<file path="src/rtl/free_list_pkg.sv">
// Shared sizing and types for the rename-stage free list of physical register tags.
package free_list_pkg;

  localparam int NUM_PHYS_REG = 64;
  localparam int NUM_ARCH_REG = 32;
  localparam int FL_SIZE      = NUM_PHYS_REG - NUM_ARCH_REG;
  localparam int PR_W         = $clog2(NUM_PHYS_REG);
  localparam int IDX_W        = $clog2(FL_SIZE);
  // One extra pointer bit acts as a wrap flag so full and empty stay distinguishable.
  localparam int PTR_W        = IDX_W + 1;
  localparam int CNT_W        = $clog2(FL_SIZE + 1);

  typedef logic [PR_W-1:0]  phys_reg_t;
  typedef logic [PTR_W-1:0] ptr_t;
  typedef logic [CNT_W-1:0] cnt_t;

  localparam phys_reg_t DUMMY_REG = '0;

endpackage

</file>
<file path="src/rtl/free_list.sv">
// Circular FIFO of free physical register tags: dispatch pops the head, retire pushes stale tags.
// Optional head-pointer snapshot/recovery is built when FL_BRANCH_RECOVERY_EN is defined.
module free_list
  import free_list_pkg::*;
(
  input  logic      clock,
  input  logic      reset,
  input  logic      enable,
  input  logic      dispatch_en,
  input  logic      retire_en,
  input  phys_reg_t retire_reg,
`ifdef FL_BRANCH_RECOVERY_EN
  input  logic      branch_snapshot,
  input  logic      branch_recover,
`endif
  output phys_reg_t free_reg_out,
  output logic      free_reg_valid,
  output cnt_t      free_cnt,
  output logic      empty,
  output logic      full
);

  phys_reg_t entries [FL_SIZE];
  ptr_t      head;
  ptr_t      tail;
  ptr_t      head_next;
  logic      pop;
  logic      push;

  assign free_cnt       = cnt_t'(tail - head);
  assign empty          = (free_cnt == '0);
  assign full           = (free_cnt == cnt_t'(FL_SIZE));
  assign free_reg_valid = !empty;
  assign free_reg_out   = entries[head[IDX_W-1:0]];

  // A pop never bypasses a same-cycle push: an empty list stays empty this cycle.
  assign pop  = enable && dispatch_en && !empty;
  assign push = enable && retire_en && !full;

`ifdef FL_BRANCH_RECOVERY_EN
  ptr_t snap_head;
  logic recover;
  logic take_snapshot;

  assign recover       = enable && branch_recover;
  assign take_snapshot = enable && branch_snapshot && !branch_recover;

  always_comb begin
    head_next = head;
    if (recover)
      head_next = snap_head;
    else if (pop)
      head_next = head + ptr_t'(1);
  end

  always_ff @(posedge clock or posedge reset) begin
    if (reset)
      snap_head <= '0;
    else if (take_snapshot)
      snap_head <= pop ? head + ptr_t'(1) : head;
  end
`else
  always_comb begin
    head_next = head;
    if (pop)
      head_next = head + ptr_t'(1);
  end
`endif

  // After reset every non-architectural tag is free, so the list starts full.
  always_ff @(posedge clock or posedge reset) begin
    if (reset) begin
      head <= '0;
      tail <= ptr_t'(FL_SIZE);
      for (int i = 0; i < FL_SIZE; i++)
        entries[i] <= phys_reg_t'(NUM_ARCH_REG + i);
    end else begin
      head <= head_next;
      if (push) begin
        entries[tail[IDX_W-1:0]] <= retire_reg;
        tail <= tail + ptr_t'(1);
      end
    end
  end

`ifdef DEBUG
  a_no_push_when_full: assert property (
    @(posedge clock) disable iff (reset) !(enable && retire_en && full)
  ) else $error("free_list: retire push while full");
`endif

endmodule

</file>
<file path="config.mk">
export PLATFORM = sky130hd
export DESIGN_NAME = free_list
export DESIGN_NICKNAME = d
export VERILOG_FILES = /design/src/rtl/free_list_pkg.sv /design/src/rtl/free_list.sv
export SDC_FILE = /design/constraint.sdc
export NUM_CORES = 1
export LEC_CHECK = 0
export BUFFER_PORTS_ARGS = -buffer_cell sky130_fd_sc_hd__buf_2
export CAP_MARGIN = 0
export CORE_ASPECT_RATIO = 0.5
export CORE_UTILIZATION = 30
export DETAILED_ROUTE_END_ITERATION = 10
export PLACE_DENSITY = 0.46
export SYNTH_ARGS = -nofsm -noshare
export SYNTH_HDL_FRONTEND = slang
export SYNTH_SLANG_ARGS = --single-unit
</file>
<file path="constraint.sdc">
create_clock -name clock -period 8.73 [get_ports clock]
set_input_delay 1.746 -clock clock [delete_from_list [all_inputs] [get_ports clock]]
set_output_delay 1.746 -clock clock [all_outputs]
set_load 0.01 [all_outputs]
</file>
==> run metrics, run 1 <==
synthesized flop and latch total 204; Area growth syn-to-layout 12.5%; first-pass GRT wire length around 40 mm; RePlAce Congestion 0.736; synth cell count leaders mux2_4 (121), dfstp_2 (113), dfrtp_1 (91); DRC viols 0; initial DRC count roughly 210; Hold Fails Final Rpt 0; Die H approximately 140 um; count leader, synth mux2_4; r2r startpoint head[0]$_DFFE_PP0P_; hold_buf cts 0; CP Max Fanout 34; 1st-pass router iterations 4; Detail Route Antenna Nets 0; antenna cell count 0; DP Worst Slack around 3.5 ns; fraction of registers with async set/reset 100%; # H-tree levels 1; Layout Nets around 710; clock network fraction of design power a little under a quarter; vias per cell ~4.8; top cell type's share of synthesized area ~28%; post-route non-filler standard cell count 1178; multi-input combinational cell area ~5200 um2; worst-skew pair later-pin latency about 0.53 ns; Setup Crit Path Kind register to primary output; mapped cell area ~11000 um2; Mapped Cells between 600 and 700; num rows 48; Worst Setup EP empty; clk buf depth 3; Mapped Nets roughly 700; grt ovf 0; Max Slew Vio Count 0; critical path startpoint head[0]$_DFFE_PP0P_; initial antenna violation count 0; clk sinks roughly 200; overall power 4.05 mW; routed length per instance 21.8 um; Yosys cell types 39; Max-cap violations 0; Initial Util between 30 and 40%; final worst slack 3.03 ns; fmax 175 MHz; final period utilization approximately 65%; Startpoint Class register; setup skew after layout roughly 0.024 ns; outcome finished, final reports clean; die width about 270 um; Pleak approximately 5.2 nW; Internal 2.70 mW; worst r2r path cells 11; Final min period 5.70 ns; I/O pin total 26; DP Cell Count around 1100; Synth area leaders dfstp_2 (28%), dfrtp_1 (21%), mux2_4 (17%); Final HPWL DP approximately 16 mm; RSZ-0062 raised after global routing no; Sw Share roughly 33%; Reg area 5250 um2; drt total wl 25.7 mm; Yosys top cell by area dfstp_2; register area share after synthesis roughly half; FILL cells 3328; Setup Buffers After CTS 0; r2r setup slk ~3.9 ns; CP Capture Type primary output; slowest stage delay, CP 0.67 ns; Net Switching approximately 1.3 mW; cell area power density ~340 nW/um2; CTS clock-pin slew for the worst setup and hold paths about 0.06 ns; Post-synth EDFFs 0; combinational share of power ~37%; vias approximately 5600; number of global-route vias before repair between 6000 and 7000; Setup-failing EPs final 0; buffers added on ports 25; post-cts sizing count 0; core area approximately 35000 um2; largest net degree at the start of global routing 91; Yosys warnings 0; total CTS buffers 22; Relative slew margins 39.1%; layout cells sized above 1 between 60% and 70%; worst path arrival time 3.95 ns; GRT Util Overall between 10% and 20%; setup TNS 0 ns; Seq pwr share 38.6%; Worst Max-Slew Pin Slew about 0.91 ns; clock root buffer clkbuf_16; Max VDD drop about 0.00016 V; Hold Crit Class register to register; Critical-path top delay cell nor4b_2; CTS tree done; worst reg2reg path endpoint entries[183]$_DFFE_PP0P_; syn_area_per_cell ~16 um2; Worst Path Required 6.98 ns; CP Cell Sequence buf_4 > ha_1 > fa_1 > inv_1 > nor4_1 > mux2_2 > nor4b_2 > buf_2; Die Area 36500 um2; Primary FF master, synth dfstp_2
## per-stage QoR
stage          instance area (um2)  hold slack [ns]  utilization [%]
6_report                     12000            0.491             34.6
5_1_grt                      12000            0.516             34.6
4_1_cts                      12000            0.488             34.6
3_5_place_dp                 11300            0.477             32.5
3_3_place_gp                 11300            0.475             32.5
2_1_floorplan                10700            0.461                -
## worst max-delay path: cells and delay by family (launching register included)
family,cells,cell delay [ns]
simple gates,2,0.92
buf+inv,3,0.73
mux,1,0.23
flops,1,0.65
fa+ha+maj,2,0.85
## cells by family (layout without fill, tap and decap cells)
family          after synthesis  count (layout)  synth area share (%)
buf+inv                      53              83                  2.30
fa+ha+maj                    11              11                  1.36
xor+xnor                     14              14                  1.15
mux                         255             255                  37.4
flops                       204             204                  49.0
simple gates                128             128                  8.23
compound gates                8               8                 0.573
## flip-flops by register name, summed over array words and instances, names as in the netlist
signal   cells
entries    192
tail         6
head         6
## cell usage in the layout (no fill, tap or decap), types with 3 or more instances in the layout
master and n:
buf_2 25, buf_4 6, clkbuf_1 6, clkbuf_16 22, clkbuf_8 6, dfrtp_1 89, dfstp_2 113, ha_1 10
inv_1 9, mux2_2 74, mux2_4 121, mux4_2 60, nand2_1 39, nand2_8 20, nand3_1 8, nor2_1 39
nor3_1 3, xnor2_1 11, xor2_1 3
## worst min path at each step
stage	depth (start not counted)	end	slack, ns	from
final	1	head[5]$_DFFE_PP0P_	0.49	head[5]$_DFFE_PP0P_
after global routing	1	entries[147]$_DFFE_PP0P_	0.52	entries[147]$_DFFE_PP0P_
after CTS	1	head[5]$_DFFE_PP0P_	0.49	head[5]$_DFFE_PP0P_
after detailed placement	1	head[5]$_DFFE_PP0P_	0.48	head[5]$_DFFE_PP0P_
after global placement	1	head[5]$_DFFE_PP0P_	0.47	head[5]$_DFFE_PP0P_
after floorplan	1	head[5]$_DFFE_PP0P_	0.46	head[5]$_DFFE_PP0P_
## cell type report
class | instances | share of cell area, %
clock buffers | 34 | 5.45
clock inverters | 6 | 0.780
inverters | 12 | 0.437
multi-input cells | 416 | 43.4
flip-flops and latches | 204 | 43.6
well taps | 475 | 4.94
repair buffers | 31 | 1.41
## power groups by stage
stage / Sequential (mW) / Clock (mW) / Combinational, mW
final: 1.56 / 0.972 / 1.51
after global routing: 1.61 / 1.04 / 1.62
after CTS: 1.57 / 1.00 / 1.53
after detailed placement: 1.58 / 0 / 1.53
after global placement: 1.57 / 0 / 1.51
after floorplan: 1.45 / 0 / 1.21
## routing by layer
layer,track usage [%],up-vias,routed length (um)
met5,0,-,0
met2,23.0,73,11700
met4,3.17,0,459
met3,2.16,30,822
met1,21.4,3024,12700
li1,-,2474,-
(Power assumes the default switching activity.)
==> inputs of run 2 (changes only) <==
==> constraint.sdc (replaced) <==
create_clock -name clock -period 5.85 [get_ports clock]
set_input_delay 1.17 -clock clock [delete_from_list [all_inputs] [get_ports clock]]
set_output_delay 1.17 -clock clock [all_outputs]
set_load 0.01 [all_outputs]
==> run metrics, run 2 (synthesized netlist as in run 1, its figures left out) <==
outcome finished, final reports clean (unchanged); Worst Max-Slew Pin Slew 0.802 ns (was 0.913 ns); DP Cell Count 1138 (unchanged); Worst Min Path Start entries[174]$_DFFE_PP0P_ (was head[5]$_DFFE_PP0P_); Hold Fails Final Rpt 0 (unchanged); fmax roughly 210 MHz; Area growth syn-to-layout 12.6% (was 12.5%); cell area power density 497 nW/um2 (was 336 nW/um2); Die H 136 um (unchanged); setup skew after layout 0.00859 ns (was 0.0237 ns); Internal 4.02 mW (was 2.70 mW); Critical-path top delay cell nor4b_2 (unchanged); r2r startpoint head[2]$_DFFE_PP0P_ (was head[0]$_DFFE_PP0P_); Max Slew Vio Count 0 (unchanged); DRC viols 0 (unchanged); clk buf depth 3 (unchanged); CTS clock-pin slew for the worst setup and hold paths 0.06 ns (about the same); num rows 48 (unchanged); Top delay family on crit path buffers and inverters (was simple AND/OR/NAND/NOR gates); Die Area 36500 um2 (unchanged); 1st-pass router iterations 4 (unchanged); routed length per instance 21.2 um (was 21.8 um); Net Switching 1.97 mW (was 1.35 mW); worst-skew pair later-pin latency 0.52 ns (was 0.53 ns); largest net degree at the start of global routing 132 (was 91); Max-cap violations 0 (unchanged); Setup-failing EPs final 0 (unchanged); vias 5570 (was 5601); Sw Share 32.8% (was 33.3%); RSZ-0062 raised after global routing no (unchanged); CP Max Fanout 15 (was 34); CTS tree done (unchanged); grt ovf 0 (unchanged); initial DRC count 254 (was 212); layout cells sized above 1 66.3% (was 65.7%); clock network fraction of design power 24.3% (was 24.0%); post-cts sizing count 0 (unchanged); GRT Util Overall 14.2% (was 14.7%); combinational share of power 35.9% (was 37.4%); RePlAce Congestion 0.752 (was 0.736); Final min period 4.82 ns; core area 34800 um2 (unchanged); Hold Crit Class register to register (unchanged); setup TNS 0 ns (unchanged); drt total wl 24.9 mm (was 25.7 mm); vias per cell 4.73 (was 4.75); Max VDD drop 0.000201 V (was 0.000162 V); Detail Route Antenna Nets 0 (unchanged); post-route non-filler standard cell count 1178 (unchanged); Initial Util 30.8% (unchanged); Buffers & Inverters on Critical Path 2 (was 3); clock root buffer clkbuf_16 (unchanged); FILL cells 3304 (was 3328); # H-tree levels 1 (unchanged); total CTS buffers 22 (unchanged); critical path startpoint head[2]$_DFFE_PP0P_ (was head[0]$_DFFE_PP0P_); most common cell after layout, fill and taps aside mux2_4 (unchanged); Seq pwr share 39.8% (was 38.6%); antenna cell count 0 (unchanged); max reg flops 192 (unchanged); I/O pin total 26 (unchanged); Regs by FF count entries (192), head (6), tail (6) (unchanged); Relative slew margins 46.6% (was 39.1%); final period utilization 82.4%; Final HPWL DP 15.9 mm (was 16.1 mm); worst path arrival time 3.65 ns (was 3.95 ns); clk sinks 204 (unchanged); Pleak 5.25 nW (was 5.24 nW); CP Capture Type primary output (unchanged); Worst Path Required 4.68 ns (was 6.98 ns); Setup Crit Path Kind register to primary output (unchanged); Largest Register entries (unchanged); Layout Nets 709 (unchanged); first-pass GRT wire length 39.1 mm (was 40.0 mm); Startpoint Class register (unchanged); initial antenna violation count 0 (unchanged); buffers added on ports 25 (unchanged); hold_buf cts 0 (unchanged); slowest stage delay, CP 0.63 ns (was 0.67 ns); CP Cell Sequence clkinv_1 > ha_1 > xnor2_1 > nor4_1 > mux2_2 > nor4b_2 > buf_2 (was buf_4 > ha_1 > fa_1 > inv_1 > nor4_1 > mux2_2 > nor4b_2 > buf_2); commonest non-fill, non-tap cells in the layout mux2_4 (121), dfstp_2 (113), dfrtp_1 (89) (unchanged); number of global-route vias before repair 5859 (was 6047); Setup Buffers After CTS 0 (unchanged); die width 269 um (unchanged)
-- run 2: path summary, 6_finish.rpt --
kind / endpoint / slack, ns / cells past startpoint
max in group asynchronous: entries[26]$_DFFE_PP0P_ / 3.96 / 3
setup reg to reg: entries[171]$_DFFE_PP0P_ / 1.91 / 9
hold / removal: entries[174]$_DFFE_PP0P_ / 0.50 / 1
min in group asynchronous: entries[174]$_DFFE_PP0P_ / 0.74 / 2
setup / recovery: empty / 1.03 / 7
hold reg to reg: entries[174]$_DFFE_PP0P_ / 0.50 / 1
-- run 2: area by class of cell --
class	count	area, um2	area share [%]
flip-flops and latches	204	5250	43.6
well taps	475	594	4.93
clock buffers	32	691	5.73
clock inverters	8	67.6	0.560
repair buffers	31	183	1.52
inverters	12	48.8	0.405
multi-input cells	416	5220	43.3
-- run 2: metal layers --
layer	share of wire (%)	up-vias	GRT usage (%)
li1	-	2471	-
met1	50	3016	20.7
met2	46	57	22.1
met3	2.4	26	2.00
met4	1.7	0	3.33
met5	0	-	0
-- run 2: power groups by stage --
stage | Sequential [mW] | Clock, mW | Combinational, mW
floorplan | 2.17 | 0 | 1.80
global placement | 2.40 | 0 | 2.16
detailed placement | 2.41 | 0 | 2.18
CTS | 2.39 | 1.50 | 2.18
global route | 2.46 | 1.55 | 2.31
finish | 2.38 | 1.46 | 2.15
-- run 2: stage by stage --
step | utilization [%] | hold slack [ns] | total power [mW] | instance area, um2 | setup slack [ns]
3_5_place_dp | 32.5 | 0.489 | 4.58 | 11300 | 1.53
4_1_cts | 34.7 | 0.505 | 6.08 | 12100 | 0.963
6_report | 34.7 | 0.500 | 5.99 | 12100 | 1.03
3_3_place_gp | 32.5 | 0.482 | 4.56 | 11300 | 1.60
2_1_floorplan | - | 0.461 | 3.97 | 10700 | 2.00
5_1_grt | 34.7 | 0.513 | 6.32 | 12100 | 0.557
